## src/rtl/lcd_write_ctrl_pkg.sv

```systemverilog
// ---------------------------------------------------------------------------
// lcd_write_ctrl_pkg
// Shared definitions for the character-LCD write sequencer: FSM state
// encoding, the HD44780 init command list, DDRAM line address bases and the
// command codes that need the long post-write wait.
// No ports (package).
// ---------------------------------------------------------------------------
package lcd_write_ctrl_pkg;

    // Sequencer states. PWRUP is only ever entered through reset.
    typedef enum logic [2:0] {
        ST_PWRUP,
        ST_LOAD,
        ST_SETUP,
        ST_EN_HI,
        ST_WAIT,
        ST_IDLE
    } lcd_state_e;

    // Width of the single shared delay counter; wide enough for the default
    // 15 ms power-up delay at 50 MHz.
    localparam int TIMER_W = 20;

    // Init command list, issued in this order with RS=0.
    localparam int         INIT_LEN      = 4;
    localparam logic [7:0] INIT_FUNC_SET = 8'h38;
    localparam logic [7:0] INIT_DISP_ON  = 8'h0C;
    localparam logic [7:0] INIT_CLEAR    = 8'h01;
    localparam logic [7:0] INIT_ENTRY    = 8'h06;

    // DDRAM address commands for the start of each display line.
    localparam logic [7:0] LINE0_ADDR = 8'h80;
    localparam logic [7:0] LINE1_ADDR = 8'hC0;

    // Commands that keep the panel busy for the long clear/home time.
    localparam logic [7:0] CMD_CLEAR = 8'h01;
    localparam logic [7:0] CMD_HOME  = 8'h02;

    // Init command for a given position in the init list.
    function automatic logic [7:0] initCmd(input logic [1:0] idx);
        logic [7:0] cmd;
        case (idx)
            2'd0:    cmd = INIT_FUNC_SET;
            2'd1:    cmd = INIT_DISP_ON;
            2'd2:    cmd = INIT_CLEAR;
            default: cmd = INIT_ENTRY;
        endcase
        return cmd;
    endfunction

    // True when the written byte is a clear or home command, which needs
    // the long wait instead of the normal command wait.
    function automatic logic isLongCmd(input logic rs, input logic [7:0] data);
        return !rs && ((data == CMD_CLEAR) || (data == CMD_HOME));
    endfunction

endpackage

```

## src/rtl/lcd_write_ctrl_if.sv

```systemverilog
// ---------------------------------------------------------------------------
// lcd_write_ctrl_if
// Bundles the decoder-side character handshake, the clear request, the
// status flags and the LCD pin bus of the write sequencer.
//   master : the sequencer (drives char_ready, status and LCD pins)
//   slave  : the environment (drives char_valid, char_data, clear_req)
// Signals:
//   char_valid/char_data/char_ready : ASCII character handshake
//   clear_req                       : single-cycle clear request pulse
//   init_done, busy                 : sequencer status
//   lcd_on, lcd_rs, lcd_rw, lcd_en, lcd_data : panel pins
// ---------------------------------------------------------------------------
interface lcd_write_ctrl_if;

    logic       char_valid;
    logic [7:0] char_data;
    logic       char_ready;
    logic       clear_req;
    logic       init_done;
    logic       busy;
    logic       lcd_on;
    logic       lcd_rs;
    logic       lcd_rw;
    logic       lcd_en;
    logic [7:0] lcd_data;

    modport master (
        input  char_valid,
        input  char_data,
        input  clear_req,
        output char_ready,
        output init_done,
        output busy,
        output lcd_on,
        output lcd_rs,
        output lcd_rw,
        output lcd_en,
        output lcd_data
    );

    modport slave (
        output char_valid,
        output char_data,
        output clear_req,
        input  char_ready,
        input  init_done,
        input  busy,
        input  lcd_on,
        input  lcd_rs,
        input  lcd_rw,
        input  lcd_en,
        input  lcd_data
    );

endinterface

```

## src/rtl/lcd_write_ctrl_delay_timer.sv

```systemverilog
// ---------------------------------------------------------------------------
// lcd_delay_timer
// Loadable down-counter shared by the power-up, enable-high and post-write
// wait phases. Loading N makes done_o assert on the N-th cycle after the
// load, so a phase that loads on entry and leaves on done_o lasts N cycles.
// A count of zero means the timer is not running (idle_o).
// Ports:
//   clock, reset : system clock, async active-high reset (count clears to 0)
//   load_i       : load value_i this cycle (has priority over counting)
//   value_i      : reload value
//   done_o       : last cycle of the loaded delay
//   idle_o       : counter is at zero
// ---------------------------------------------------------------------------
module lcd_delay_timer #(
    parameter int W = 20
) (
    input  logic         clock,
    input  logic         reset,
    input  logic         load_i,
    input  logic [W-1:0] value_i,
    output logic         done_o,
    output logic         idle_o
);

    logic [W-1:0] count_q;
    logic [W-1:0] count_d;

    // Load wins; otherwise count down and park at zero.
    always_comb begin
        count_d = count_q;
        if (load_i) begin
            count_d = value_i;
        end else if (count_q != '0) begin
            count_d = count_q - 1'b1;
        end
    end

    always_ff @(posedge clock or posedge reset) begin
        if (reset) begin
            count_q <= '0;
        end else begin
            count_q <= count_d;
        end
    end

    assign done_o = (count_q == W'(1));
    assign idle_o = (count_q == '0);

endmodule

```

## src/rtl/lcd_write_ctrl.sv

```systemverilog
// ---------------------------------------------------------------------------
// lcd_write_ctrl
// Write-only sequencer for an HD44780-class 2x16 character LCD in 8-bit
// mode. After a power-up delay it issues the init command list, then
// accepts ASCII characters over a valid/ready handshake and writes them
// with RS=1, inserting a DDRAM address command whenever a line fills.
// A sticky clear request is served from IDLE ahead of any character.
// Ports:
//   clock, reset : system clock, async active-high reset
//   bus          : lcd_write_ctrl_if master modport (handshake, clear
//                  request, status and LCD pins)
// Parameters:
//   POWERUP_CYC    : idle cycles after reset before the first init command
//                    (must be at least 2)
//   EN_HIGH_CYC    : cycles lcd_en is held high per write
//   CMD_WAIT_CYC   : cycles after EN falls before the next write
//   CLEAR_WAIT_CYC : post-write wait after a clear or home command
//   COLS           : characters per display line
// ---------------------------------------------------------------------------
module lcd_write_ctrl
    import lcd_write_ctrl_pkg::*;
#(
    parameter int unsigned POWERUP_CYC    = 750000,
    parameter int unsigned EN_HIGH_CYC    = 25,
    parameter int unsigned CMD_WAIT_CYC   = 2500,
    parameter int unsigned CLEAR_WAIT_CYC = 82000,
    parameter int unsigned COLS           = 16
) (
    input logic               clock,
    input logic               reset,
    lcd_write_ctrl_if.master  bus
);

    localparam int COL_W = (COLS > 1) ? $clog2(COLS) : 1;

    lcd_state_e         state_q, state_d;
    logic [1:0]         initIdx_q, initIdx_d;
    logic               initDone_q, initDone_d;
    logic               rs_q, rs_d;
    logic [7:0]         data_q, data_d;
    logic               en_q, en_d;
    logic [COL_W-1:0]   col_q, col_d;
    logic               line_q, line_d;
    logic               wrapPending_q, wrapPending_d;
    logic               clearPending_q, clearPending_d;

    logic               timerLoad;
    logic [TIMER_W-1:0] timerValue;
    logic               timerDone;
    logic               timerIdle;

    logic               clearPendingEff;
    logic               charReady;

    lcd_delay_timer #(
        .W (TIMER_W)
    ) u_timer (
        .clock   (clock),
        .reset   (reset),
        .load_i  (timerLoad),
        .value_i (timerValue),
        .done_o  (timerDone),
        .idle_o  (timerIdle)
    );

    // A clear request arriving in the same cycle as a character must still
    // win, so the raw pulse is folded into the pending flag combinationally
    // before it gates char_ready.
    assign clearPendingEff = clearPending_q | bus.clear_req;
    assign charReady       = initDone_q & ~clearPendingEff & (state_q == ST_IDLE);

    // Next-state logic. Whenever the next state is LOAD the byte to be
    // written is chosen here, so RS and data are already on the bus during
    // the LOAD cycle and stay put until the following write is chosen.
    always_comb begin
        state_d        = state_q;
        initIdx_d      = initIdx_q;
        initDone_d     = initDone_q;
        rs_d           = rs_q;
        data_d         = data_q;
        col_d          = col_q;
        line_d         = line_q;
        wrapPending_d  = wrapPending_q;
        clearPending_d = clearPendingEff;
        timerLoad      = 1'b0;
        timerValue     = '0;

        case (state_q)
            ST_PWRUP: begin
                // The counter sits at zero out of reset; the first cycle
                // arms it, and that cycle is part of the power-up delay.
                if (timerIdle) begin
                    timerLoad  = 1'b1;
                    timerValue = TIMER_W'(POWERUP_CYC - 1);
                end else if (timerDone) begin
                    state_d   = ST_LOAD;
                    initIdx_d = 2'd0;
                    rs_d      = 1'b0;
                    data_d    = initCmd(2'd0);
                end
            end

            ST_LOAD: begin
                state_d = ST_SETUP;
            end

            ST_SETUP: begin
                state_d    = ST_EN_HI;
                timerLoad  = 1'b1;
                timerValue = TIMER_W'(EN_HIGH_CYC);
            end

            ST_EN_HI: begin
                if (timerDone) begin
                    state_d    = ST_WAIT;
                    timerLoad  = 1'b1;
                    timerValue = isLongCmd(rs_q, data_q) ? TIMER_W'(CLEAR_WAIT_CYC)
                                                         : TIMER_W'(CMD_WAIT_CYC);
                end
            end

            ST_WAIT: begin
                if (timerDone) begin
                    if (!initDone_q) begin
                        if (initIdx_q == 2'(INIT_LEN - 1)) begin
                            initDone_d = 1'b1;
                            state_d    = ST_IDLE;
                        end else begin
                            initIdx_d = initIdx_q + 1'b1;
                            state_d   = ST_LOAD;
                            rs_d      = 1'b0;
                            data_d    = initCmd(initIdx_q + 1'b1);
                        end
                    end else if (wrapPending_q) begin
                        // line_q already points at the new line.
                        wrapPending_d = 1'b0;
                        state_d       = ST_LOAD;
                        rs_d          = 1'b0;
                        data_d        = line_q ? LINE1_ADDR : LINE0_ADDR;
                    end else begin
                        state_d = ST_IDLE;
                    end
                end
            end

            ST_IDLE: begin
                if (clearPendingEff) begin
                    state_d        = ST_LOAD;
                    rs_d           = 1'b0;
                    data_d         = CMD_CLEAR;
                    clearPending_d = 1'b0;
                    col_d          = '0;
                    line_d         = 1'b0;
                end else if (bus.char_valid) begin
                    state_d = ST_LOAD;
                    rs_d    = 1'b1;
                    data_d  = bus.char_data;
                    if (col_q == COL_W'(COLS - 1)) begin
                        col_d         = '0;
                        line_d        = ~line_q;
                        wrapPending_d = 1'b1;
                    end else begin
                        col_d = col_q + 1'b1;
                    end
                end
            end

            default: begin
                state_d = ST_PWRUP;
            end
        endcase
    end

    // The enable strobe is registered so it is glitch-free and high exactly
    // while the sequencer is in EN_HI.
    assign en_d = (state_d == ST_EN_HI);

    // State and datapath registers; async reset drops lcd_en at once.
    always_ff @(posedge clock or posedge reset) begin
        if (reset) begin
            state_q        <= ST_PWRUP;
            initIdx_q      <= 2'd0;
            initDone_q     <= 1'b0;
            rs_q           <= 1'b0;
            data_q         <= 8'h00;
            en_q           <= 1'b0;
            col_q          <= '0;
            line_q         <= 1'b0;
            wrapPending_q  <= 1'b0;
            clearPending_q <= 1'b0;
        end else begin
            state_q        <= state_d;
            initIdx_q      <= initIdx_d;
            initDone_q     <= initDone_d;
            rs_q           <= rs_d;
            data_q         <= data_d;
            en_q           <= en_d;
            col_q          <= col_d;
            line_q         <= line_d;
            wrapPending_q  <= wrapPending_d;
            clearPending_q <= clearPending_d;
        end
    end

    assign bus.char_ready = charReady;
    assign bus.init_done  = initDone_q;
    assign bus.busy       = (state_q != ST_IDLE);
    assign bus.lcd_on     = 1'b1;
    assign bus.lcd_rw     = 1'b0;
    assign bus.lcd_rs     = rs_q;
    assign bus.lcd_en     = en_q;
    assign bus.lcd_data   = data_q;

endmodule
```

## src/flat_wrapper.sv

```systemverilog
// flat-port wrapper written by rule: the top's interface ports become plain ports
module lcd_write_ctrl_flat import lcd_write_ctrl_pkg::*;
#(
    parameter int unsigned POWERUP_CYC    = 750000,
    parameter int unsigned EN_HIGH_CYC    = 25,
    parameter int unsigned CMD_WAIT_CYC   = 2500,
    parameter int unsigned CLEAR_WAIT_CYC = 82000,
    parameter int unsigned COLS           = 16
)
  (clock, reset, bus_char_valid, bus_char_data, bus_clear_req, bus_char_ready, bus_init_done, bus_busy, bus_lcd_on, bus_lcd_rs, bus_lcd_rw, bus_lcd_en, bus_lcd_data);
  lcd_write_ctrl_if bus_i ();
  input logic clock;
  input logic reset;
  input wire logic [$bits(bus_i.char_valid)-1:0] bus_char_valid;
  input wire logic [$bits(bus_i.char_data)-1:0] bus_char_data;
  input wire logic [$bits(bus_i.clear_req)-1:0] bus_clear_req;
  output wire logic [$bits(bus_i.char_ready)-1:0] bus_char_ready;
  output wire logic [$bits(bus_i.init_done)-1:0] bus_init_done;
  output wire logic [$bits(bus_i.busy)-1:0] bus_busy;
  output wire logic [$bits(bus_i.lcd_on)-1:0] bus_lcd_on;
  output wire logic [$bits(bus_i.lcd_rs)-1:0] bus_lcd_rs;
  output wire logic [$bits(bus_i.lcd_rw)-1:0] bus_lcd_rw;
  output wire logic [$bits(bus_i.lcd_en)-1:0] bus_lcd_en;
  output wire logic [$bits(bus_i.lcd_data)-1:0] bus_lcd_data;
  assign bus_i.char_valid = bus_char_valid;
  assign bus_i.char_data = bus_char_data;
  assign bus_i.clear_req = bus_clear_req;
  assign bus_char_ready = bus_i.char_ready;
  assign bus_init_done = bus_i.init_done;
  assign bus_busy = bus_i.busy;
  assign bus_lcd_on = bus_i.lcd_on;
  assign bus_lcd_rs = bus_i.lcd_rs;
  assign bus_lcd_rw = bus_i.lcd_rw;
  assign bus_lcd_en = bus_i.lcd_en;
  assign bus_lcd_data = bus_i.lcd_data;
  lcd_write_ctrl #(.POWERUP_CYC(POWERUP_CYC), .EN_HIGH_CYC(EN_HIGH_CYC), .CMD_WAIT_CYC(CMD_WAIT_CYC), .CLEAR_WAIT_CYC(CLEAR_WAIT_CYC), .COLS(COLS)) u_core (.clock(clock), .reset(reset), .bus(bus_i));
endmodule
```

## config.mk

```make
export PLATFORM = sky130hd
export DESIGN_NAME = lcd_write_ctrl_flat
export DESIGN_NICKNAME = d
export VERILOG_FILES = /design/src/rtl/lcd_write_ctrl_pkg.sv /design/src/rtl/lcd_write_ctrl_if.sv /design/src/rtl/lcd_write_ctrl_delay_timer.sv /design/src/rtl/lcd_write_ctrl.sv /design/src/flat_wrapper.sv
export SDC_FILE = /design/constraint.sdc
export NUM_CORES = 1
export LEC_CHECK = 0
export ABC_AREA = 1
export BUFFER_PORTS_ARGS = -buffer_cell sky130_fd_sc_hd__buf_2
export CAP_MARGIN = 10
export CORE_ASPECT_RATIO = 0.75
export CORE_MARGIN = 2
export CORE_UTILIZATION = 60
export DETAILED_ROUTE_END_ITERATION = 8
export PLACE_DENSITY = 0.77
export SETUP_SLACK_MARGIN = 0.2
export SYNTH_ARGS = -nofsm -noshare
export SYNTH_HDL_FRONTEND = slang
export SYNTH_SLANG_ARGS = --single-unit
```

## constraint.sdc

```tcl
create_clock -name clock -period 3.2 [get_ports clock]
set_clock_uncertainty 0.1 [all_clocks]
set_input_delay 0.48 -clock clock [delete_from_list [all_inputs] [get_ports clock]]
set_output_delay 0.48 -clock clock [all_outputs]
set_load 0.01 [all_outputs]
```

==> out/metrics.cfg <==
[place]
place_congestion = 0.992
detailed_place_hpwl_um = 5320
port_buffers = 24
dpl.cell_count = 478
placed_area_mm2 = 0.00298

[pwr]
ir_drop_uv = 238
power_density_mw_per_mm2 = 301
p_leak_nw = 1.85

[job]
cap_violations = 0

[worst_setup_path]
cp_slowest_stage_delay_ps = 520
r2r_start = u_core.u_timer.count_q[0]$_DFFE_PP0P_
path_cells = nand3_2 > nor2_1 > inv_1 > nor2_1 > buf_2
crit_required_ps = 2620
r2r_slack_ps = 980
reg2regPathDepth = 10
cp-start-kind = register
cp_slowest_cell = dfrtp_1
critPathMostFrequentCell = nor2_1
critical_path.reg2reg.endpoint = u_core.u_timer.count_q[12]$_DFFE_PP0P_
critPathMaxFanout = 8
worstPathArrival_ps = 1770
endpoint_kind = output pin
worstSetupPathType = register to output pin

[grt]
antenna_found_initial = 0
grt_pass1_vias = 2301
grt.overflow.total = 0
track_usage_pct = 27.2
grt_pass1_wl_um = 11400
grt_start_max_net_pins = 23

[synth]
yosys-top-cells-area = dfrtp_1 38%, nand2_1 14%, nand3_1 7.8%
ys_types = 32
synth_top_cell_area_share_pct = 38.1
synth_area_mm2 = 0.00283
syn_nets = 421
synth_top_area_cell = dfrtp_1
synthCells = 402
synth.avg_cell_area_um2 = 7.03
postSynth.asyncResetShare_pct = 100
synth_warnings = 0
ys_seq_elements = 43
synth-edff-count = 0
seq_area_frac_synth_pct = 38.1
ys.flop_type = dfrtp_1

[route]
vias = 2676
firstDrtPassIters = 5
wl_per_cell_um = 14.2
via_per_inst = 5.51
drtAntennaViolNets = 0
drc = 0
drt_iter0_drc = 302
drt_wl_total_um = 6900

[cells_and_area]
seq_area_mm2 = 0.00108
fillCellCount = 390
final_cells = 486
design_area_mm2 = 0.00308
area_growth_pct = 8.81
antenna_cells = 0
layout.nets = 447
multi_input_area_mm2 = 0.00149
drive_above_1_share_pct = 14.2

[sta]
slew_headroom_pct = 46.1
fin_crit_ps = 2350
setup_tns_ps = 0
setup_viol = 0
min_period_over_period_pct = 73.5
rsz0062_at_grt = false
tightestPinTransition_ps = 804
whs_ps = 116
max_clock_freq_mhz = 425
slew_violations = 0
hold_viol_final = 0

[clock_tree]
clkTransAtPathRegs_ps = 90
cts_resized = 0
cts_tree = yes
clock_path_buffers = 2
h-tree-depth = 2
clock_latency_ps = 300
cts_root_buf = clkbuf_8
cts_buffers = 5
cts.sinks = 43
post-cts-setup-buffer-count = 0
holdBufCountCts = 0

[die]
coreArea_mm2 = 0.00449
pin_count = 27
die_area_mm2 = 0.00528
die_height_um = 63.5
start_util_pct = 62.9
row_count = 21
die_w_um = 83.3

[hold_path]
hold_path_class = input port to async pin

[run_status]
status = complete, no violations

==> worst max-delay path: cells and delay by family (launching register included) <==
kind | cells | cell delay (ps)
buffers and inverters | 2 | 250
and+or+nand+nor | 3 | 700
DFF | 1 | 520
==> cell usage after synthesis (2+ instances only) <==
| master | count |
|---|---|
| conb_1 | 2 |
| buf_2 | 2 |
| a22o_1 | 3 |
| buf_6 | 2 |
| o21ai_0 | 13 |
| xor2_1 | 6 |
| a21oi_1 | 18 |
| nor3_1 | 8 |
| nand4_1 | 8 |
| nand3_1 | 44 |
| nand3_2 | 3 |
| nand2_1 | 105 |
| dfrtp_1 | 43 |
| nor2_2 | 7 |
| nor2_4 | 3 |
| xnor2_1 | 4 |
| ha_1 | 7 |
| buf_4 | 2 |
| nor2_1 | 50 |
| inv_2 | 4 |
| nand2_2 | 6 |
| inv_1 | 52 |
==> stage by stage <==
| stage | setup WS, ps | total power [mW] | utilization (%) |
|---|---|---|---|
| floorplan | 1150 | 0.565 | - |
| global placement | 1040 | 0.574 | 66.4 |
| detailed placement | 1020 | 0.574 | 66.4 |
| CTS | 877 | 0.933 | 68.5 |
| global route | 723 | 0.955 | 68.5 |
| finish | 849 | 0.925 | 68.5 |
==> state kept, by name (all words and copies together) (netlist names) <==
signal,flops
u_core.u_timer.count_q,20
u_core.bus.lcd_data,8
u_core.col_q,4
u_core.state_q,3
u_core.initIdx_q,2
u_core.bus.init_done,1
u_core.bus.lcd_en,1
u_core.bus.lcd_rs,1
u_core.clearPending_q,1
u_core.line_q,1
u_core.wrapPending_q,1
==> layout by cell type (no fill, tap or decap), drive strengths merged <==
cell      instances
o211ai            1
o21ai            14
dfrtp            43
inv              55
nor2             60
nand4            10
conb              2
xnor2             4
nor4              1
clkinv            3
ha                7
buf              26
nor3              8
a22o              3
nand3            47
nand2           112
o2111ai           1
a21oi            18
clkinvlp          1
clkbuf            5
xor2              6
or2               1
a32o              1
==> layout make-up <==
type	count	area share, %
Sequential cell	43	35.0
Multi-Input combinational cell	296	48.4
Clock buffer	5	2.24
Inverter	56	6.83
Clock inverter	3	0.813
Timing Repair Buffer	26	4.39
Tap cell	57	2.32
==> layer usage <==
layer	track usage [%]	vias up	routed length (µm)
met2	35.0	136	2620
met4	7.17	0	70
met3	6.16	9	687
met1	44.6	1194	3520
met5	0	-	0
li1	-	1337	-
==> power breakdown <==
group / internal [mW] / switching, mW / leakage (nW) / total [mW]
clock: 0.156 / 0.206 / 0.0443 / 0.362
combinational: 0.00565 / 0.0143 / 1.23 / 0.0199
sequential: 0.543 / 0.0000000000000000208 / 0.575 / 0.543
total: 0.705 / 0.220 / 1.85 / 0.925
==> worst max-delay path by stage <==
| stage | start | end | slack, ps | cells past startpoint |
|---|---|---|---|---|
| after global placement | bus_clear_req | bus_char_ready | 1040 | 8 |
| after global routing | u_core.state_q[2]$_DFF_PP0_ | bus_char_ready | 720 | 5 |
| after floorplan | bus_clear_req | bus_char_ready | 1150 | 5 |
| after detailed placement | bus_clear_req | bus_char_ready | 1020 | 8 |
| final | u_core.state_q[2]$_DFF_PP0_ | bus_char_ready | 850 | 5 |
| after CTS | u_core.state_q[2]$_DFF_PP0_ | bus_char_ready | 880 | 5 |
==> cell families (layout without fill, tap and decap cells) <==
group                    count (synthesis)  count (layout)  synth area share (%)
other                                    2               2                 0.266
flip-flops                              43              43                  38.1
adder cells (fa/ha/maj)                  7               7                  3.10
AO/OA/AOI/OAI                           38              38                  7.52
buffers and inverters                   63              90                  9.25
AND/OR/NAND/NOR                        239             239                  38.7
XOR/XNOR                                10              10                  3.10
Note: power is estimated with default switching activity, not from simulation.
